File: config.mk
export PLATFORM = sky130hd
export DESIGN_NAME = mod16_rr_sched
export DESIGN_NICKNAME = d
export VERILOG_FILES = /design/src/rtl/mod16_rr_sched.sv
export SDC_FILE = /design/constraint.sdc
export NUM_CORES = 1
export LEC_CHECK = 0
export CORE_MARGIN = 2
export CORE_UTILIZATION = 35
export DETAILED_ROUTE_END_ITERATION = 10
export PLACE_DENSITY = 0.9
export SYNTH_ARGS = -nofsm -noshare
export SYNTH_HDL_FRONTEND = slang
export SYNTH_SLANG_ARGS = --single-unit
export TNS_END_PERCENT = 20
File: constraint.sdc
create_clock -name clk -period 7.4 [get_ports clk]
set_input_delay 1.11 -clock clk [delete_from_list [all_inputs] [get_ports clk]]
set_output_delay 1.11 -clock clk [all_outputs]
set_load 0.01 [all_outputs]
File: src/rtl/mod16_rr_sched.sv
// Round-robin scheduler sharing one 2-cycle registered 16-bit modulus unit among NREQ
// requesters; tags each in-flight operation and returns the registered result to its issuer.
module mod16_rr_sched #(
    parameter int unsigned NREQ = 4,
    parameter int unsigned LAT  = 2
) (
    input  logic                 clk,
    input  logic                 rst_n,
    input  logic [NREQ-1:0]      req_valid,
    input  logic [16*NREQ-1:0]   req_a,
    input  logic [16*NREQ-1:0]   req_b,
    output logic [NREQ-1:0]      req_ready,
    input  logic                 hold,
    output logic [15:0]          mod_a,
    output logic [15:0]          mod_b,
    input  logic [15:0]          mod_result,
    output logic [NREQ-1:0]      rsp_valid,
    output logic [15:0]          rsp_result,
    output logic                 rsp_dz,
    output logic                 idle
);

    localparam int unsigned TW = $clog2(NREQ);
    localparam logic [NREQ-1:0] OneHotLsb = NREQ'(1);

    logic [TW-1:0]          ptr_q, ptr_d;
    logic                   grant;
    logic [TW-1:0]          win;
    logic [TW:0]            cand;
    logic                   dz_in;

    logic [LAT-1:0]         pipe_vld_q;
    logic [LAT-1:0][TW-1:0] pipe_tag_q;
    logic [LAT-1:0]         pipe_dz_q;

    // Search from ptr_q upward, wrapping modulo NREQ; first valid requester wins.
    always_comb begin
        grant = 1'b0;
        win   = '0;
        cand  = '0;
        for (int unsigned k = 0; k < NREQ; k++) begin
            cand = {1'b0, ptr_q} + (TW+1)'(k);
            if (cand >= (TW+1)'(NREQ)) begin
                cand = cand - (TW+1)'(NREQ);
            end
            if (!grant && req_valid[cand[TW-1:0]]) begin
                grant = 1'b1;
                win   = cand[TW-1:0];
            end
        end
        if (hold || !rst_n) begin
            grant = 1'b0;
        end
    end

    always_comb begin
        req_ready = grant ? (OneHotLsb << win) : '0;
        ptr_d     = ptr_q;
        if (grant) begin
            ptr_d = (win == TW'(NREQ - 1)) ? '0 : win + TW'(1);
        end
    end

    always_comb begin
        mod_a = 16'h0;
        mod_b = 16'h0;
        for (int i = 0; i < int'(NREQ); i++) begin
            if (req_ready[i]) begin
                mod_a = req_a[16*i +: 16];
                mod_b = req_b[16*i +: 16];
            end
        end
        dz_in = (mod_b == 16'h0);
    end

    always_ff @(posedge clk) begin
        if (!rst_n) begin
            ptr_q      <= '0;
            pipe_vld_q <= '0;
        end else begin
            ptr_q      <= ptr_d;
            pipe_vld_q <= {pipe_vld_q[LAT-2:0], grant};
        end
    end

    // Tag and divide-by-zero flag only matter alongside a set valid bit.
    always_ff @(posedge clk) begin
        pipe_tag_q <= {pipe_tag_q[LAT-2:0], win};
        pipe_dz_q  <= {pipe_dz_q[LAT-2:0], dz_in};
    end

    always_ff @(posedge clk) begin
        if (!rst_n) begin
            rsp_valid  <= '0;
            rsp_result <= 16'h0;
            rsp_dz     <= 1'b0;
        end else if (pipe_vld_q[LAT-1]) begin
            rsp_valid  <= OneHotLsb << pipe_tag_q[LAT-1];
            rsp_result <= mod_result;
            rsp_dz     <= pipe_dz_q[LAT-1];
        end else begin
            rsp_valid  <= '0;
        end
    end

    assign idle = ~|pipe_vld_q & ~|req_ready & ~|rsp_valid;

endmodule

# After elaboration in Yosys (flattened, before gate mapping)
# Cells that the tools add are included.
# classes
order_cmp	8
n_reduce_logical	16
add_sub_neg	8
mux	31
n_eq_ne	1
n_bitwise	2
shifts	2
# ops
op	count
2-to-1 mux 16 bit	8
2-to-1 mux 2 bit	9
logical NOT 16 bit	1
< comparator 2 x 3 -> 1 bit (second input constant)	4
greater-or-equal comparator 3 bit (second input constant)	3
2-to-1 mux 1 bit	9
binary-select mux 1 bit (select 2 bit)	4
OR reduction 4 bit	2
<< shifter 1 x 2 -> 4 bit (first input constant)	2
subtractor 2 x 1 -> 2 bit (second input constant)	4
logical NOT 1 bit	7
adder 2 x 2 -> 3 bit (second input constant)	2
2-to-1 mux 4 bit	1
adder 2 x 1 -> 3 bit (second input constant)	1
greater-or-equal comparator 2 x 3 -> 1 bit (second input constant)	1
logical AND 1 bit	3
adder 2 x 1 -> 2 bit (second input constant)	1
bitwise AND 1 bit	2
equality test 2 bit (second input constant)	1
AND reduction 2 bit	1
OR reduction 2 bit	1
logical OR 1 bit	1
# totals
out_inout_bits	58
wordCells	76
register_bits	31
input_bits	151

# Logic depth before layout (Yosys ltp)
# Gate-level depths: netlist of run 1.
# logic_depth
word_depth	21
ltp_mapped	13
ltp_nobuf	11

# Worst setup path before layout of run 1
# OpenSTA, ideal clock, no wires.
# synth_path
path_kind	input to output
start	input port req_valid[0]
end	output port mod_a[10]
cell_stages	13
t_arrival_ps	3160
path_slack_ps	3130
path_buffers	3
path_cell_list	nor2b_1 > a21oi_1 > nor2_1 > a221oi_1 > and2b_1 > ha_1 > clkbuf_1 > clkbuf_1 > nand2_1 > clkinv_1 > buf_2 > nand2_1 > o21ai_1
# synth_via
word_cells_on_any_way	29
# synth_lines
element	line	rtl
from (decl)	9	input logic [NREQ-1:0] req_valid,
binary-select mux 1 bit (select 2 bit)	46	if (!grant && req_valid[cand[TW-1:0]]) begin
2-to-1 mux 1 bit (implied by the code)	46	
2-to-1 mux 1 bit	46	
logical NOT 1 bit	46	
logical AND 1 bit	46	
2-to-1 mux 1 bit	46	
logical NOT 1 bit	46	
logical AND 1 bit	46	
2-to-1 mux 1 bit	46	
logical NOT 1 bit	46	
logical AND 1 bit	46	
2-to-1 mux 2 bit *	46	
named net win[0]	28	logic [TW-1:0] win;
<< shifter 1 x 2 -> 4 bit *	57	req_ready = grant ? (OneHotLsb << win) : '0;
2-to-1 mux 4 bit *	57	
named net req_ready[3]	12	output logic [NREQ-1:0] req_ready,
2-to-1 mux 16 bit *	68	if (req_ready[i]) begin
to (decl)	14	output logic [15:0] mod_a,
# The timed path passes the listed nets; every way through them passes the cells marked *. The select of a mux whose other input is x is not followed.

# Final worst setup path of run 1
# layout_path
start	input port req_valid[0]
end	output port mod_a[3]
# layout_via
elab_chain_cells	18
word_cells_on_any_way	29
# layout_rtl
element	line
binary-select mux 1 bit (select 2 bit)	46
2-to-1 mux 1 bit (implied by the code)	46
2-to-1 mux 1 bit	46
logical NOT 1 bit	46
logical AND 1 bit	46
2-to-1 mux 1 bit	46
logical NOT 1 bit	46
logical AND 1 bit	46
2-to-1 mux 1 bit	46
logical NOT 1 bit	46
logical AND 1 bit	46
2-to-1 mux 2 bit or 2-to-1 mux 1 bit (tied branches)	46
<< shifter 1 x 2 -> 4 bit or 2-to-1 mux 1 bit (tied branches)	57, 51
2-to-1 mux 4 bit *	57
2-to-1 mux 16 bit (3 in series)	68
2-to-1 mux 16 bit *	68
# Mark *: on every way between the ends. The rest lies on a longest branch, timed or not. The select of a mux whose other input is x is not followed.

==> results of run 1 <==
Yosys cell counts (3+ instances only):
master    instances
a21oi_1           3
a221oi_1          8
a221oi_2          9
a22oi_1           4
and3_1           10
buf_2             5
buf_6             4
clkbuf_1         15
dfxtp_1          31
ha_1              4
inv_1             7
mux2i_1          17
nand2_1          70
nand3_1           3
nor2_1           13
nor2b_1          32
o211ai_1         14
o21ai_0          36
o21ai_1          11
area by class of cell:
class	count	area, sq um
well taps	80	100
fillers	547	2130
flip-flops and latches	31	621
multi-input cells	259	1610
inverters	10	40.0
repair buffers	211	2100
clock buffers	6	82.6
clock inverters	2	35.0
state kept, by name, indices dropped and copies added, names as in the netlist:
register and cells:
rsp_result 16, pipe_tag_q 4, rsp_valid 4, pipe_dz_q 2
pipe_vld_q 2, ptr_q 2, rsp_dz 1
cells in the final DEF, fill, tap and decap left out, types with 2 or more instances in the layout:
cell type        instances
o211ai_1                14
a311oi_1                 2
nand3_1                  3
inv_1                    7
nand3b_1                 2
and2_1                   2
clkdlybuf4s50_1        208
clkinv_1                 2
buf_4                    3
dfxtp_1                 31
mux2i_1                 17
o21ai_0                 36
ha_1                     4
nor3_1                   2
nor4_1                   2
clkbuf_8                 6
nand2_1                 70
a221oi_2                 9
and3_1                  10
nor2_1                  13
o21ai_1                 11
a21oi_1                  3
a22oi_1                  4
a22o_1                   2
a221oi_1                 8
nor2b_1                 32
stage by stage:
stage,setup slack [ns],total power [mW],std cells,util (%)
after floorplan,3.13,0.380,327,-
after CTS,1.50,0.737,599,68.4
after global placement,1.71,0.554,591,66.6
after global routing,1.09,0.779,599,68.4
after detailed placement,1.55,0.563,591,66.6
final,1.51,0.734,599,68.4
logic make-up (layout without fill, tap and decap cells):
logic type      after synthesis  count (layout)  synth area share, %
flops                        31              31                 25.7
simple gates                145             145                 30.2
compound gates               93              93                 27.4
mux                          17              17                 7.05
buf+inv                      37             229                 7.52
fa+ha+maj                     4               4                 2.07
per-layer routing:
layer  GRT usage (%)  part of all wire, %  vias to the layer above
met5               0                    0                        -
met4            6.68                  1.8                        0
met3            6.73                  8.1                       16
met2            44.4                   51                      162
met1            29.8                   39                     1444
li1                -                    -                     1541
path summary, 6_finish.rpt:
| path | cells past startpoint | to | slack [ns] |
|---|---|---|---|
| worst max-delay path | 12 | mod_a[3] | 1.51 |
| worst min-delay path | 0 | pipe_tag_q[2] | 0.33 |
| worst max register to register | 12 | pipe_dz_q[0] | 4.16 |
| worst min register to register | 0 | pipe_tag_q[2] | 0.33 |
power groups by stage:
stage | combinational [mW] | clock [mW] | sequential (mW)
floorplan | 0.187 | 0 | 0.193
global placement | 0.359 | 0 | 0.195
detailed placement | 0.368 | 0 | 0.196
CTS | 0.370 | 0.175 | 0.192
global route | 0.404 | 0.183 | 0.193
finish | 0.369 | 0.173 | 0.192
==> impl_metrics.toml, run 1 <==
[run_status]
status = "complete, no violations"

[timing]
whs_ns = 0.331
setup_violations = 0
tightestPinTransition_ns = 1.01
finalHoldViolations = 0
period_share_pct = 79.6
max_freq_mhz = 170
finalSetupTns_ns = 0
rsz0062_at_grt = "false"
finalWorstPathRequiredPeriod_ns = 5.89
maxSlewHeadroom_pct = 32.6
clock_skew_ns = 0.00518
maxSlewViolCount = 0

[global_route]
grt-ovfl-total = 0
antenna_found_initial = 0
grt_pass1_wl_um = 15200
grt_max_degree = 26
grt_pass1_vias = 3227
grt_usage_pct = 25.1

[layout]
n_antenna_cell = 0
final_net_count = 673
final_layout_size_suffix_gt1_share_pct = 4.82
syn_to_final_growth_pct = 90.4
final_area_sq_um = 4590

[worst_setup_path]
crit_type = "in -> out"
cp_max_fo = 18
setup.worst_path.start_class = "input pin"
path_buf_inv = 3
cp-startpoint = "req_valid[0]"
end_kind = "output port"
critical-path-max-stage-delay_ns = 0.53
critPathSlowestCell = "clkinv_1"
path_delay_family = "buffers and inverters"
crit_chain = "clkdlybuf4s50_1, nor2b_1, a21oi_1, nor2_1, a221oi_1, nand2b_1, ha_1, nand2_4, clkinv_1, a221oi_1, o21ai_0, clkdlybuf4s50_1"
arrival_ns = 4.78
worstPathRequired_ns = 6.29
rr_startpoint = "ptr_q[0]"

[power]
power.switching_mw = 0.243
switching_share_pct = 33.1
power_density_nw_per_um2 = 160
peakVddDrop_v = 0.0000866
intPower_mw = 0.491
combPwrFrac_pct = 50.3
p_seq_share_pct = 26.2
p_leak_nw = 1.70
clkPwrFrac_pct = 23.5

[placed_design]
place_area_sq_um = 4480
dp_hpwl_um = 7950
numPortBuffers = 208
place_congestion = 0.732

[min_path]
worstHoldStart = "pipe_tag_q[0]"
holdCritPathClass = "reg -> reg"

[floorplan]
die_h_um = 87.0
die_w_um = 87.0
placementRows = 30
core_sq_um = 6720
ios = 209
initial_core_util_pct = 35.9
die_area_sq_um = 7570

[synthesis]
synth_top_cell_by_area = "dfxtp_1"
synth.area.top_cells = "dfxtp_1, nand2_1, nor2b_1"
netlist_area_sq_um = 2410
ys_types = 42
synthCells = 327
ys_warn_count = 0
avgSynthCellArea_sq_um = 7.38
yosys.area.top_type_share_pct = 25.7
async_flop_share_pct = 0
synth_edf_count = 0
syn-num-nets = 482
ys_ff_latch = 31
ys.flop_type = "dfxtp_1"
synth-seq-area-share_pct = 25.7

[cts]
hold_buffers = 0
clk_pin_slew_ns = 0.07
cts_buffers = 5
clkLatencyLatePin_ns = 0.29
numClockSinks = 31
cts_resized = 0
postCtsSetupBuffers = 0
cts_tree = "done"
root_buffer = "clkbuf_8"
clock_path_buffers = 2
htree_levels = 2

[run]
drv_cap = 0

[drt]
drtPass1Iterations = 4
viasPerCell = 5.28
dr.first_iter.drc_count = 81
drtAntennaViolNets = 0
post_drt_wl_per_cell_um = 16.4
drt-total-wl_um = 9840
drc = 0
via_count = 3163
(Power assumes the default switching activity.)
==> run 2, diff against run 1 <==
--- a/config.mk
+++ b/config.mk
@@ -6,9 +6,9 @@
 export NUM_CORES = 1
 export LEC_CHECK = 0
 export CORE_MARGIN = 2
-export CORE_UTILIZATION = 35
+export CORE_UTILIZATION = 29
 export DETAILED_ROUTE_END_ITERATION = 10
-export PLACE_DENSITY = 0.9
+export PLACE_DENSITY = 0.8
 export SYNTH_ARGS = -nofsm -noshare
 export SYNTH_HDL_FRONTEND = slang
 export SYNTH_SLANG_ARGS = --single-unit
==> constraint.sdc (replaced) <==
create_clock -name clk -period 4.7 [get_ports clk]
set_input_delay 0.705 -clock clk [delete_from_list [all_inputs] [get_ports clk]]
set_output_delay 0.705 -clock clk [all_outputs]
set_load 0.01 [all_outputs]
==> impl_metrics.toml, run 2 (synthesized netlist as in run 1, its figures left out) <==
[drt]
via_count = 3136
viasPerCell = 4.94
drtAntennaViolNets = 0
drt-total-wl_um = 9970
drtPass1Iterations = 5
drc = 0
post_drt_wl_per_cell_um = 15.7
dr.first_iter.drc_count = 134

[cts]
hold_buffers = 0
clock_path_buffers = 2
htree_levels = 2
numClockSinks = 31
root_buffer = "clkbuf_8"
cts_tree = "done"
cts_buffers = 5
clk_pin_slew_ns = 0.06
clkLatencyLatePin_ns = 0.27

[worst_setup_path]
arrival_ns = 3.77
cp-startpoint = "req_valid[1]"
cp_max_fo = 13
crit_type = "in -> out"
end_kind = "output port"
rr_startpoint = "ptr_q[0]"
setup.worst_path.start_class = "input pin"
worstPathRequired_ns = 3.99

[layout]
final_net_count = 684
n_antenna_cell = 0
syn_to_final_growth_pct = 97.0
fill_cells = 706
regArea_sq_um = 621
final_cell_mix = "clkdlybuf4s50_1, nand2_1, o21ai_0, nor2b_1, dfxtp_1"
fin_util_pct = 58.4
multiInputGateArea_sq_um = 1620
final_layout_size_suffix_gt1_share_pct = 7.17
final_common_cell = "clkdlybuf4s50_1"
largest_register = "rsp_result"
top_regs = "rsp_result (16), pipe_tag_q (4), rsp_valid (4)"
largest_reg_flops = 16

[timing]
maxSlewViolCount = 0
finalWorstPathRequiredPeriod_ns = 4.47
setup_violations = 0
maxSlewHeadroom_pct = 29.5
whs_ns = 0.328
max_freq_mhz = 224
finalSetupTns_ns = 0
period_share_pct = 95.1
clock_skew_ns = 0.00485
finalHoldViolations = 0
rsz0062_at_grt = "false"
tightestPinTransition_ns = 1.06

[global_route]
antenna_found_initial = 0
grt_max_degree = 34
grt_usage_pct = 20.3
grt_pass1_vias = 2933
grt_pass1_wl_um = 14600
grt-ovfl-total = 0

[floorplan]
die_h_um = 95.2
ios = 209
initial_core_util_pct = 29.7
core_sq_um = 8130
placementRows = 33
die_w_um = 95.2
die_area_sq_um = 9060

[placed_design]
numPortBuffers = 208
place_congestion = 0.798
dp_hpwl_um = 8060

[run]
drv_cap = 0

[power]
power_density_nw_per_um2 = 248
p_leak_nw = 1.77
peakVddDrop_v = 0.000138

[min_path]
worstHoldStart = "pipe_dz_q[0]"
holdCritPathClass = "reg -> reg"

[run_status]
status = "complete, no violations"
[run 2: where the power goes]
| group | leakage (nW) | total, mW | switching [mW] | internal, mW |
|---|---|---|---|---|
| sequential | 0.254 | 0.302 | 0.0156 | 0.287 |
| combinational | 1.45 | 0.614 | 0.274 | 0.339 |
| clock | 0.0612 | 0.261 | 0.0901 | 0.171 |
[run 2: metrics by stage]
step                      power [mW]  worst slack [ns]  std cells  area [sq um]
final                           1.18             0.229        635          4750
after global routing            1.26            0.0530        635          4750
after CTS                       1.17            0.0330        632          4700
after detailed placement       0.907            0.0733        624          4580
after global placement         0.899             0.191        624          4580
after floorplan                0.599              1.24        327          2410
[run 2: final timing paths]
check / slack [ns] / depth (start not counted) / endpoint
worst max-delay path: 0.23 / 12 / mod_b[15]
worst min-delay path: 0.33 / 0 / pipe_dz_q[1]
worst max register to register: 1.94 / 12 / pipe_dz_q[0]
worst min register to register: 0.33 / 0 / pipe_dz_q[1]
[run 2: area by class of cell]
cell class / instances / area share, %
clock buffer: 6 / 1.74
inverter: 10 / 0.842
clock inverter: 2 / 0.737
sequential: 31 / 13.1
timing repair buffer: 222 / 46.8
multi-input combinational: 259 / 34.1
tap: 105 / 2.76
[run 2: critical path, cell delays in order]
cell and delay, ns:
clkdlybuf4s50_1 0.55, inv_1 0.08, a21oi_1 0.14, nor2_1 0.06, a221oi_2 0.25, and2b_1 0.23, ha_1 0.26, buf_4 0.21
nor2_1 0.06, a22o_1 0.19, a311oi_1 0.36, clkdlybuf4s50_1 0.64
[run 2: repair_timing]
item | in CTS | in global routing
endpoints found under the setup margin | 0 | 25
gates resized for setup | 0 | 2
setup buffers | 0 | 3
[run 2: routing by layer]
metal  track usage [%]  share of wire, %
met5                 0                 0
met4              4.11               1.5
met3              4.82               8.2
met2              33.9                49
met1              26.6                41
==> run 3, diff against run 2 <==
--- a/config.mk
+++ b/config.mk
@@ -9,6 +9,8 @@
 export CORE_UTILIZATION = 29
 export DETAILED_ROUTE_END_ITERATION = 10
 export PLACE_DENSITY = 0.8
+export REMOVE_ABC_BUFFERS = 1
+export SLEW_MARGIN = 20
 export SYNTH_ARGS = -nofsm -noshare
 export SYNTH_HDL_FRONTEND = slang
 export SYNTH_SLANG_ARGS = --single-unit
==> impl_metrics.toml, run 3 (synthesized netlist as in run 1, its figures left out) <==
[timing]
finalSetupTns_ns = 0
rsz0062_at_grt = "false"
tightestPinTransition_ns = 1.04
setup_violations = 0
worst_slack_ns = 0.362
max_freq_mhz = 231
finalHoldViolations = 0
maxSlewHeadroom_pct = 30.7
clock_skew_ns = 0.00227
maxSlewViolCount = 0
finalWorstPathRequiredPeriod_ns = 4.34
period_share_pct = 92.3

[cts]
clock_path_buffers = 2
clkLatencyLatePin_ns = 0.27
numClockSinks = 31
root_buffer = "clkbuf_8"
cts_buffers = 5
cts_tree = "done"
clk_pin_slew_ns = 0.06
htree_levels = 2

[layout]
final_common_cell = "clkdlybuf4s50_1"
n_antenna_cell = 0
syn_to_final_growth_pct = 94.6
largest_register = "rsp_result"
fill_cells = 723
final_cell_mix = "clkdlybuf4s50_1, nand2_1, o21ai_0, nor2b_1, dfxtp_1"
largest_reg_flops = 16
top_regs = "rsp_result (16), pipe_tag_q (4), rsp_valid (4)"
final_net_count = 685
finalNonFillerCells = 634
final_area_sq_um = 4690
final_layout_size_suffix_gt1_share_pct = 6.99

[worst_setup_path]
crit_chain = "clkdlybuf4s50_1, nor2b_1, a21oi_1, nor2_1, a221oi_2, and2b_1, ha_1, nor3b_4, buf_4, a221oi_2, o21ai_1, clkdlybuf4s50_1"
end_kind = "output port"
cp_max_fo = 7
path_delay_family = "buffers and inverters"
path_buf_inv = 3
rr_worst_depth = 12
rr_startpoint = "ptr_q[0]"
setup.worst_path.start_class = "input pin"
rrSetupSlack_ns = 1.98
crit_type = "in -> out"
worstPathRequired_ns = 3.99
rr_endpoint = "pipe_dz_q[0]"
arrival_ns = 3.63
critPathSlowestCell = "clkdlybuf4s50_1"
critical-path-max-stage-delay_ns = 0.58

[floorplan]
core_sq_um = 8130
die_area_sq_um = 9060
die_h_um = 95.2
initial_core_util_pct = 29.7
die_w_um = 95.2
placementRows = 33
ios = 209

[power]
power.switching_mw = 0.365
finalPower_mw = 1.09
p_leak_nw = 1.74
combPwrFrac_pct = 55.7
power_density_nw_per_um2 = 232
peakVddDrop_v = 0.000134
p_seq_share_pct = 27.8
intPower_mw = 0.722
clkPwrFrac_pct = 16.5
switching_share_pct = 33.6

[global_route]
grt_pass1_vias = 3149
antenna_found_initial = 0
grtUsageMet2_pct = 39.4
use_met1_pct = 22.5
grt_usage_pct = 20.7
globalRoute.busiestLayer = "met2"
grt_pass1_wl_um = 14800
grt_max_degree = 34
grt-ovfl-total = 0
met3_usage_pct = 4.82

[drt]
drt-total-wl_um = 9750
drtAntennaViolNets = 0
dr.first_iter.drc_count = 107
viasPerCell = 5.04
via_count = 3195
post_drt_wl_per_cell_um = 15.4
drtPass1Iterations = 4
drc = 0

[placed_design]
place_ws_ns = 0.167
numPortBuffers = 208
dp_hpwl_um = 7920
placedCellCount = 628
place_area_sq_um = 4610
place_congestion = 0.971

[run_status]
status = "complete, no violations"

[run]
drv_cap = 0

[min_path]
holdPathStages = 0
holdCritPathClass = "reg -> reg"
worst_hold_path.endpoint = "pipe_dz_q[1]"
worstHoldStart = "pipe_dz_q[0]"
==> run 3: cell types whose count changed in the layout (fill, tap and decap cells not counted) <==
cell | before | now
ha_1 | 3 | 2
buf_12 | 3 | 1
bufinv_16 | 1 | 0
ha_2 | 1 | 2
clkbuf_1 | 0 | 1
buf_4 | 11 | 14
clkinv_2 | 1 | 0
clkbuf_8 | 6 | 5
==> run 3: layout make-up <==
cell class / count / area, sq um / area share (%)
flip-flops and latches: 31 / 621 / 13.2
clock buffers: 6 / 72.6 / 1.55
inverters: 10 / 40.0 / 0.853
well taps: 105 / 131 / 2.80
multi-input cells: 259 / 1620 / 34.6
repair buffers: 223 / 2210 / 47.0
==> run 3: stage by stage <==
step,hold slack [ns],utilization (%)
global placement,0.311,56.7
floorplan,0.310,-
global route,0.342,57.7
detailed placement,0.316,56.7
CTS,0.329,57.6
finish,0.329,57.7
==> run 3: worst reg2reg max path, stage by stage, from the launching register on <==
cell      delay, ns
dfxtp_1        0.40
nor2b_1        0.09
a21oi_1        0.13
nor2_1         0.06
a221oi_2       0.25
nand2b_1       0.14
ha_2           0.32
nor2_1         0.17
buf_4          0.22
o211ai_1       0.13
and3_1         0.22
nor4_1         0.33
o211a_1        0.21
==> run 3: routing by layer <==
metal  routed length, um  part of all wire [%]  vias to the layer above
li1                    -                     -                     1561
met1                3690                    38                     1452
met2                5080                    52                      166
met3                 824                   8.5                       16
met4                 155                   1.6                        0
met5                   0                     0                        -
==> run 3: what timing repair did <==
item | CTS | global route
endpoints found under the hold margin | 0 | 0
hold buffers | 0 | 0
resized for setup | 0 | 3
buffers inserted | 0 | 0
setup endpoints to repair | 0 | 27
==> run 3: worst max path at each step <==
| stage | startpoint | endpoint | slack [ns] | depth (start not counted) |
|---|---|---|---|---|
| 2_1_floorplan | req_valid[0] | mod_a[0] | 0.94 | 9 |
| 3_3_place_gp | req_valid[0] | mod_a[0] | 0.27 | 13 |
| 3_5_place_dp | req_valid[0] | mod_a[0] | 0.17 | 13 |
| 4_1_cts | req_valid[0] | mod_a[0] | 0.17 | 13 |
| 5_1_grt | req_valid[1] | mod_b[2] | 0.13 | 11 |
| 6_report | req_valid[0] | mod_a[10] | 0.36 | 12 |
==> run 3: power groups by stage <==
stage / Combinational (mW) / Clock (mW) / Sequential [mW]
finish: 0.606 / 0.180 / 0.302
global route: 0.662 / 0.198 / 0.305
CTS: 0.607 / 0.185 / 0.301
detailed placement: 0.604 / 0 / 0.307
global placement: 0.591 / 0 / 0.305
floorplan: 0.274 / 0 / 0.306
